`src/rtl/beam_timing_gen.sv`:
```
// beam_timing_gen: colour-clock driven beam counters producing hpos/vpos, syncs,
// blank and line/frame markers. Timing comes from fixed PAL/NTSC tables or from
// the programmable ECS-style registers when BEAMCON0.VARBEAMEN is set.
// Build option MINIMIG_BEAM_INTERLACE_EN adds long/short frame sequencing driven
// by lace, with short-frame vsync edges moved to mid-line.
// Assumes HW >= 9, 11 <= VW < 16 is not required; readback needs HW >= 9, VW >= 9, VW < 16.
`timescale 1ns/1ps
module beam_timing_gen #(
  parameter int HW        = 9,
  parameter int VW        = 11,
  parameter int PAL_HTOT  = 226,
  parameter int PAL_VTOT  = 312,
  parameter int NTSC_HTOT = 226,
  parameter int NTSC_VTOT = 262
) (
  input  logic          clk,
  input  logic          reset,
  input  logic          cck_en,
  input  logic          ntsc,
  input  logic          lace,
  input  logic          reg_wr,
  input  logic [7:0]    reg_address_in,
  input  logic [15:0]   data_in,
  output logic [15:0]   data_out,
  output logic [HW-1:0] hpos,
  output logic [VW-1:0] vpos,
  output logic          _hsync,
  output logic          _vsync,
  output logic          blank,
  output logic          eol,
  output logic          eof,
  output logic          lof,
  output logic [HW-1:0] htotal_out
);

  // Fixed-mode windows; identical horizontally for PAL and NTSC.
  localparam logic [HW-1:0] FIX_HSSTRT   = HW'(18);
  localparam logic [HW-1:0] FIX_HSSTOP   = HW'(35);
  localparam logic [HW-1:0] FIX_HBSTRT   = HW'(15);
  localparam logic [HW-1:0] FIX_HBSTOP   = HW'(53);
  localparam logic [VW-1:0] PAL_VSSTRT   = VW'(2);
  localparam logic [VW-1:0] PAL_VSSTOP   = VW'(5);
  localparam logic [VW-1:0] PAL_VBSTOP   = VW'(25);
  localparam logic [VW-1:0] NTSC_VSSTRT  = VW'(3);
  localparam logic [VW-1:0] NTSC_VSSTOP  = VW'(6);
  localparam logic [VW-1:0] NTSC_VBSTOP  = VW'(20);

  // Programmable timing registers (word addresses $1C0..$1E0 >> 1).
  logic [HW-1:0] htotal_r, hsstrt_r, hsstop_r, hbstrt_r, hbstop_r;
  logic [VW-1:0] vtotal_r, vsstrt_r, vsstop_r, vbstrt_r, vbstop_r;
  logic          varbeamen, hsytrue, vsytrue;

  // Active timing set selected by mode.
  logic [HW-1:0] htot, hs_start, hs_stop, hb_start, hb_stop, vedge;
  logic [VW-1:0] vtot, vlast, vs_start, vs_stop, vb_start, vb_stop;
  logic          next_lof;
  logic [1:0]    vpos_hi;

  // Half-open window [start,stop); start>stop wraps, start==stop never active.
  function automatic logic hwin(input logic [HW-1:0] pos, input logic [HW-1:0] start,
                                input logic [HW-1:0] stop);
    if (start == stop)     return 1'b0;
    else if (start < stop) return (pos >= start) && (pos < stop);
    else                   return (pos >= start) || (pos < stop);
  endfunction

  function automatic logic vwin(input logic [VW-1:0] pos, input logic [VW-1:0] start,
                                input logic [VW-1:0] stop);
    if (start == stop)     return 1'b0;
    else if (start < stop) return (pos >= start) && (pos < stop);
    else                   return (pos >= start) || (pos < stop);
  endfunction

  // Timing source mux: programmable registers or fixed PAL/NTSC table.
  always_comb begin
    htot     = HW'(PAL_HTOT);
    vtot     = VW'(PAL_VTOT);
    hs_start = FIX_HSSTRT;
    hs_stop  = FIX_HSSTOP;
    hb_start = FIX_HBSTRT;
    hb_stop  = FIX_HBSTOP;
    vs_start = PAL_VSSTRT;
    vs_stop  = PAL_VSSTOP;
    vb_start = '0;
    vb_stop  = PAL_VBSTOP;
    if (varbeamen) begin
      htot     = htotal_r;
      vtot     = vtotal_r;
      hs_start = hsstrt_r;
      hs_stop  = hsstop_r;
      hb_start = hbstrt_r;
      hb_stop  = hbstop_r;
      vs_start = vsstrt_r;
      vs_stop  = vsstop_r;
      vb_start = vbstrt_r;
      vb_stop  = vbstop_r;
    end else if (ntsc) begin
      htot     = HW'(NTSC_HTOT);
      vtot     = VW'(NTSC_VTOT);
      vs_start = NTSC_VSSTRT;
      vs_stop  = NTSC_VSSTOP;
      vb_stop  = NTSC_VBSTOP;
    end
  end

  assign htotal_out = htot;
  assign vlast      = lof ? vtot : vtot - VW'(1);

`ifdef MINIMIG_BEAM_INTERLACE_EN
  assign next_lof = lace ? ~lof : 1'b1;
  assign vedge    = lof ? '0 : HW'(({1'b0, htot} + {{HW{1'b0}}, 1'b1}) >> 1);
  logic unused_data;
  assign unused_data = ^data_in[15:VW];
`else
  assign next_lof = 1'b1;
  assign vedge    = '0;
  logic unused_inputs;
  assign unused_inputs = ^{data_in[15:VW], lace};
`endif

  // Upper vertical bits for VPOSR, present only when the counter is wide enough.
  if (VW > 10) begin : g_vhi2
    assign vpos_hi = vpos[10:9];
  end else if (VW > 9) begin : g_vhi1
    assign vpos_hi = {1'b0, vpos[9]};
  end else begin : g_vhi0
    assign vpos_hi = 2'b00;
  end

  // Beam counters: horizontal wrap on >= so a lowered total takes effect at once.
  always_ff @(posedge clk or negedge reset) begin
    if (!reset) begin
      hpos <= '0;
      vpos <= '0;
      eol  <= 1'b0;
      eof  <= 1'b0;
      lof  <= 1'b1;
    end else begin
      eol <= 1'b0;
      eof <= 1'b0;
      if (cck_en) begin
        if (hpos >= htot) begin
          hpos <= '0;
          eol  <= 1'b1;
          if (vpos >= vlast) begin
            vpos <= '0;
            eof  <= 1'b1;
            lof  <= next_lof;
          end else begin
            vpos <= vpos + VW'(1);
          end
        end else begin
          hpos <= hpos + HW'(1);
        end
      end
    end
  end

  // Register file writes; new values are seen by the counters one clk later.
  always_ff @(posedge clk or negedge reset) begin
    if (!reset) begin
      htotal_r  <= '0;
      hsstrt_r  <= '0;
      hsstop_r  <= '0;
      hbstrt_r  <= '0;
      hbstop_r  <= '0;
      vtotal_r  <= '0;
      vsstrt_r  <= '0;
      vsstop_r  <= '0;
      vbstrt_r  <= '0;
      vbstop_r  <= '0;
      varbeamen <= 1'b0;
      hsytrue   <= 1'b0;
      vsytrue   <= 1'b0;
    end else if (reg_wr) begin
      case (reg_address_in)
        8'hE0: htotal_r <= data_in[HW-1:0];
        8'hE1: hsstop_r <= data_in[HW-1:0];
        8'hE2: hbstrt_r <= data_in[HW-1:0];
        8'hE3: hbstop_r <= data_in[HW-1:0];
        8'hE4: vtotal_r <= data_in[VW-1:0];
        8'hE5: vsstop_r <= data_in[VW-1:0];
        8'hE6: vbstrt_r <= data_in[VW-1:0];
        8'hE7: vbstop_r <= data_in[VW-1:0];
        8'hEE: begin
          varbeamen <= data_in[7];
          hsytrue   <= data_in[3];
          vsytrue   <= data_in[2];
        end
        8'hEF: hsstrt_r <= data_in[HW-1:0];
        8'hF0: vsstrt_r <= data_in[VW-1:0];
        default: ;
      endcase
    end
  end

  // Registered sync/blank; vsync only moves at the line edge for this frame type.
  always_ff @(posedge clk or negedge reset) begin
    if (!reset) begin
      _hsync <= 1'b1;
      _vsync <= 1'b1;
      blank  <= 1'b1;
    end else begin
      _hsync <= ~(hwin(hpos, hs_start, hs_stop) ^ hsytrue);
      blank  <= hwin(hpos, hb_start, hb_stop) | vwin(vpos, vb_start, vb_stop);
      if (hpos == vedge)
        _vsync <= ~(vwin(vpos, vs_start, vs_stop) ^ vsytrue);
    end
  end

  // Readback of VPOSR/VHPOSR onto the OR-bus, zero when not addressed.
  always_ff @(posedge clk or negedge reset) begin
    if (!reset) begin
      data_out <= '0;
    end else begin
      case (reg_address_in)
        8'h02:   data_out <= {lof, 12'b0, vpos_hi, vpos[8]};
        8'h03:   data_out <= {vpos[7:0], hpos[8:1]};
        default: data_out <= '0;
      endcase
    end
  end

endmodule

```
`config.mk`:
```
export PLATFORM = sky130hd
export DESIGN_NAME = beam_timing_gen
export DESIGN_NICKNAME = d
export VERILOG_FILES = /design/src/rtl/beam_timing_gen.sv
export SDC_FILE = /design/constraint.sdc
export NUM_CORES = 1
export LEC_CHECK = 0
export CORE_UTILIZATION = 64
export DETAILED_ROUTE_END_ITERATION = 7
export GPL_TIMING_DRIVEN = 0
export PLACE_DENSITY = 0.92
export REMOVE_ABC_BUFFERS = 1
export SLEW_MARGIN = 20
export SYNTH_ARGS = -nofsm -noshare
export SYNTH_HDL_FRONTEND = slang
export SYNTH_SLANG_ARGS = --single-unit
```
`constraint.sdc`:
```
create_clock -name clk -period 4.7 [get_ports clk]
set_clock_uncertainty 0.2 [all_clocks]
set_input_delay 1.175 -clock clk [delete_from_list [all_inputs] [get_ports clk]]
set_output_delay 1.175 -clock clk [all_outputs]
set_load 0.01 [all_outputs]
```
==> out/summary.txt <==
Setup violations, final: 0
Worst Max-Slew Pin Slew: 1.09 ns
WL per Instance: 21.3 µm
WP data required: 4.79 ns
Mapped Area: 9300 µm²
Worst-path clk slew: 0.06 ns
Outcome: completed
Die width: 123 µm
Routed vias/inst: 6.51
Commonest non-fill, non-tap cells in the layout: dfrtp_1 (140), ha_1 (138), nand2_1 (95)
Total setup buffers inserted after CTS: 0
Post-DRT Antenna Nets: 0
Share of cells above drive strength 1: 9.10%
FFs w/ async S/R, synth: 100%
Initial antenna violation count: 1
Number of instances resized during post-cts repair: 0
Total placed cells including tap cells: 1126
Sequential area share after synthesis: 38.8%
Antenna diode count: 0
Crit end category: register
PD cells: 329 nW/µm²
GRT Residual Overflow: 0
Commonest non-fill, non-tap cell in the layout: dfrtp_1
Area delta synth->final: 16.6%
Starting density of the core: 66.2%
I/O Pins: 81
Slew Limit Fails: 0
Clk_lat worst skew: 0.44 ns
First-pass GRT wire length: 39600 µm
I/O Buffers: 73
Critical path's top delay family: compound AO/OA/AOI/OAI gates
Reg power frac: 40.7%
Die area: 15000 µm²
Tcrit/Tclk final: 90.2%
Crit path DAT: 4.33 ns
Gr usage total: 35.3%
Synth Register Bits: 144
CP max stage delay: 0.86 ns
Clock network power share: 42.2%
MaxCap Viol Count: 0
TritonRoute pass-1 iters: 5
FP Rows: 43
Leakage: 5.63 nW
Syn Area/Cell: 10.3 µm²
Min-Delay Path Class: register to register
Bufs and invs on worst path: 1
Worst-path maximum fanout: 11
Cell-internal power: 0.00259 W
Min cycle time layout: 4.24 ns
Cts hold-fix bufs: 0
Root buffer cell: clkbuf_16
FF/Latch Area: 3610 µm²
Number of flops mapped to enable cells by yosys: 0
Final GP Congestion: 0.940
Clk sinks: 144
Register-to-Register Setup Slack: 0.65 ns
CTS tree: yes
Post-DP HPWL: 15900 µm
Yosys warning count: 0
Peak supply drop: 0.302 mV
WS Path Type: primary input to register
Vias in the first global route: 7782
Max_slew headroom: 26.6%
Initial DRC count: 567
Via count: 7535
Height of the chip: 123 µm
Gate count of the mapped netlist: 906
Max Clock Freq: 236 MHz
Final hold viol count: 0
Worst path slowest cell: o21ai_1
Core Box Area: 14000 µm²
Cts bufs inserted: 17
Footprint of the multi-input gates: 5330 µm²
Filler Cell Count: 800
Non-Filler Instances: 1158
P_sw: 0.000974 W
Worst Setup Start Kind: primary input
Clk buf depth: 2
RSZ-0062 raised after global routing: false
Net Sw Frac: 27.3%
H-tree levels: 4
Comb power frac: 17.1%
Final net count: 1133
Residual DRC count: 0
Hold WS: 0.241 ns
Routed WL: 24600 µm
Critical-path cell list: clkdlybuf4s50_1 > nor2_1 > a21oi_1 > ha_1 > nand2_1 > nor3_1 > a21oi_1 > o21ai_1 > or2_1 > o21ai_1
Pin count of the biggest net entering global routing: 88
Count of cell types in the netlist: 63
Post-synth top flop: dfrtp_1
-- state kept, by name, summed over array words and instances, names as in the netlist, 9 cells and up --
| register | flops |
|---|---|
| hsstop_r | 9 |
| hpos | 9 |
| vsstop_r | 11 |
| hbstrt_r | 9 |
| htotal_r | 9 |
| vbstrt_r | 11 |
| data_out | 16 |
| vbstop_r | 11 |
| hsstrt_r | 9 |
| hbstop_r | 9 |
| vtotal_r | 11 |
| vsstrt_r | 11 |
| vpos | 11 |
-- synth_stat cells, types with 3 or more instances --
| library cell | count | area (µm²) |
|---|---|---|
| nand3_1 | 14 | 70.1 |
| dfstp_2 | 3 | 78.8 |
| o31ai_1 | 3 | 22.5 |
| o21a_1 | 12 | 90.1 |
| o21ai_0 | 25 | 125 |
| buf_1 | 7 | 26.3 |
| or4_1 | 3 | 22.5 |
| xor2_1 | 3 | 26.3 |
| and3_1 | 7 | 43.8 |
| a31oi_1 | 3 | 18.8 |
| a22o_1 | 3 | 26.3 |
| nand4_1 | 17 | 106 |
| o211ai_1 | 4 | 30.0 |
| o21ai_1 | 16 | 80.1 |
| buf_2 | 5 | 25.0 |
| a211oi_1 | 8 | 60.1 |
| nand2b_1 | 18 | 113 |
| mux2_1 | 65 | 732 |
| clkbuf_1 | 22 | 82.6 |
| and2_1 | 13 | 81.3 |
| ha_1 | 138 | 1730 |
| nor3_1 | 14 | 70.1 |
| o21bai_1 | 3 | 22.5 |
| nand2_1 | 95 | 357 |
| nor2b_1 | 23 | 144 |
| a21oi_1 | 39 | 195 |
| inv_1 | 56 | 210 |
| o31ai_2 | 4 | 50.1 |
| mux2_2 | 37 | 417 |
| a21o_1 | 24 | 180 |
| maj3_1 | 4 | 40.0 |
| nor2_1 | 34 | 128 |
| dfrtp_1 | 141 | 3530 |
-- through the flow --
stage               total power [W]  setup WS, ns  cell area [µm²]  setup TNS, ns  util (%)
finish                      0.00357         0.463            10800              0      77.2
CTS                         0.00356         0.596            10800              0      77.1
detailed placement          0.00205         0.238            10200              0      72.5
floorplan                   0.00177         0.677             9140              0         -
global placement            0.00201         -3.36            10100        -492.07      71.9
global route                0.00369         0.272            10800              0      77.2
-- power groups by stage --
stage	clock (W)	sequential, W	combinational, W
after global placement	0	0.00147	0.000544
after detailed placement	0	0.00146	0.000584
final	0.00150	0.00145	0.000610
after floorplan	0	0.00143	0.000343
after global routing	0.00156	0.00146	0.000675
after CTS	0.00151	0.00144	0.000605
-- worst paths after layout --
kind                          endpoint  cells past startpoint  startpoint
max                            vpos[5]                     10        ntsc
min reg2reg                     _hsync                      1     hsytrue
max reg2reg                    vpos[5]                     10   varbeamen
min in group asynchronous  vsstrt_r[8]                      1       reset
max in group asynchronous        blank                      2       reset
min                             _hsync                      1     hsytrue
-- routing by layer --
layer	track usage (%)	part of all wire (%)	vias to the layer above
li1	-	-	3359
met1	43.2	40	3681
met2	57.3	48	384
met3	7.62	7.6	111
met4	21.3	4.9	0
met5	0	0	-
-- cell families (layout without fill, tap and decap cells) --
group	after synthesis	after routing	share of synthesized area, %
adder cells (fa/ha/maj)	142	142	19.0
other	1	1	0.0403
AO/OA/AOI/OAI	164	164	11.8
flip-flops	144	144	38.8
AND/OR/NAND/NOR	253	253	13.4
multiplexers	103	103	12.5
buffers and inverters	94	166	3.98
XOR/XNOR	5	5	0.471
-- area by class of cell --
class,count,share of cell area (%)
multi-input cells,668,49.2
clock buffers,22,4.38
well taps,180,2.08
repair buffers,76,7.37
inverters,58,2.01
clock inverters,10,1.69
flip-flops and latches,144,33.3
(Power assumes the default switching activity.)
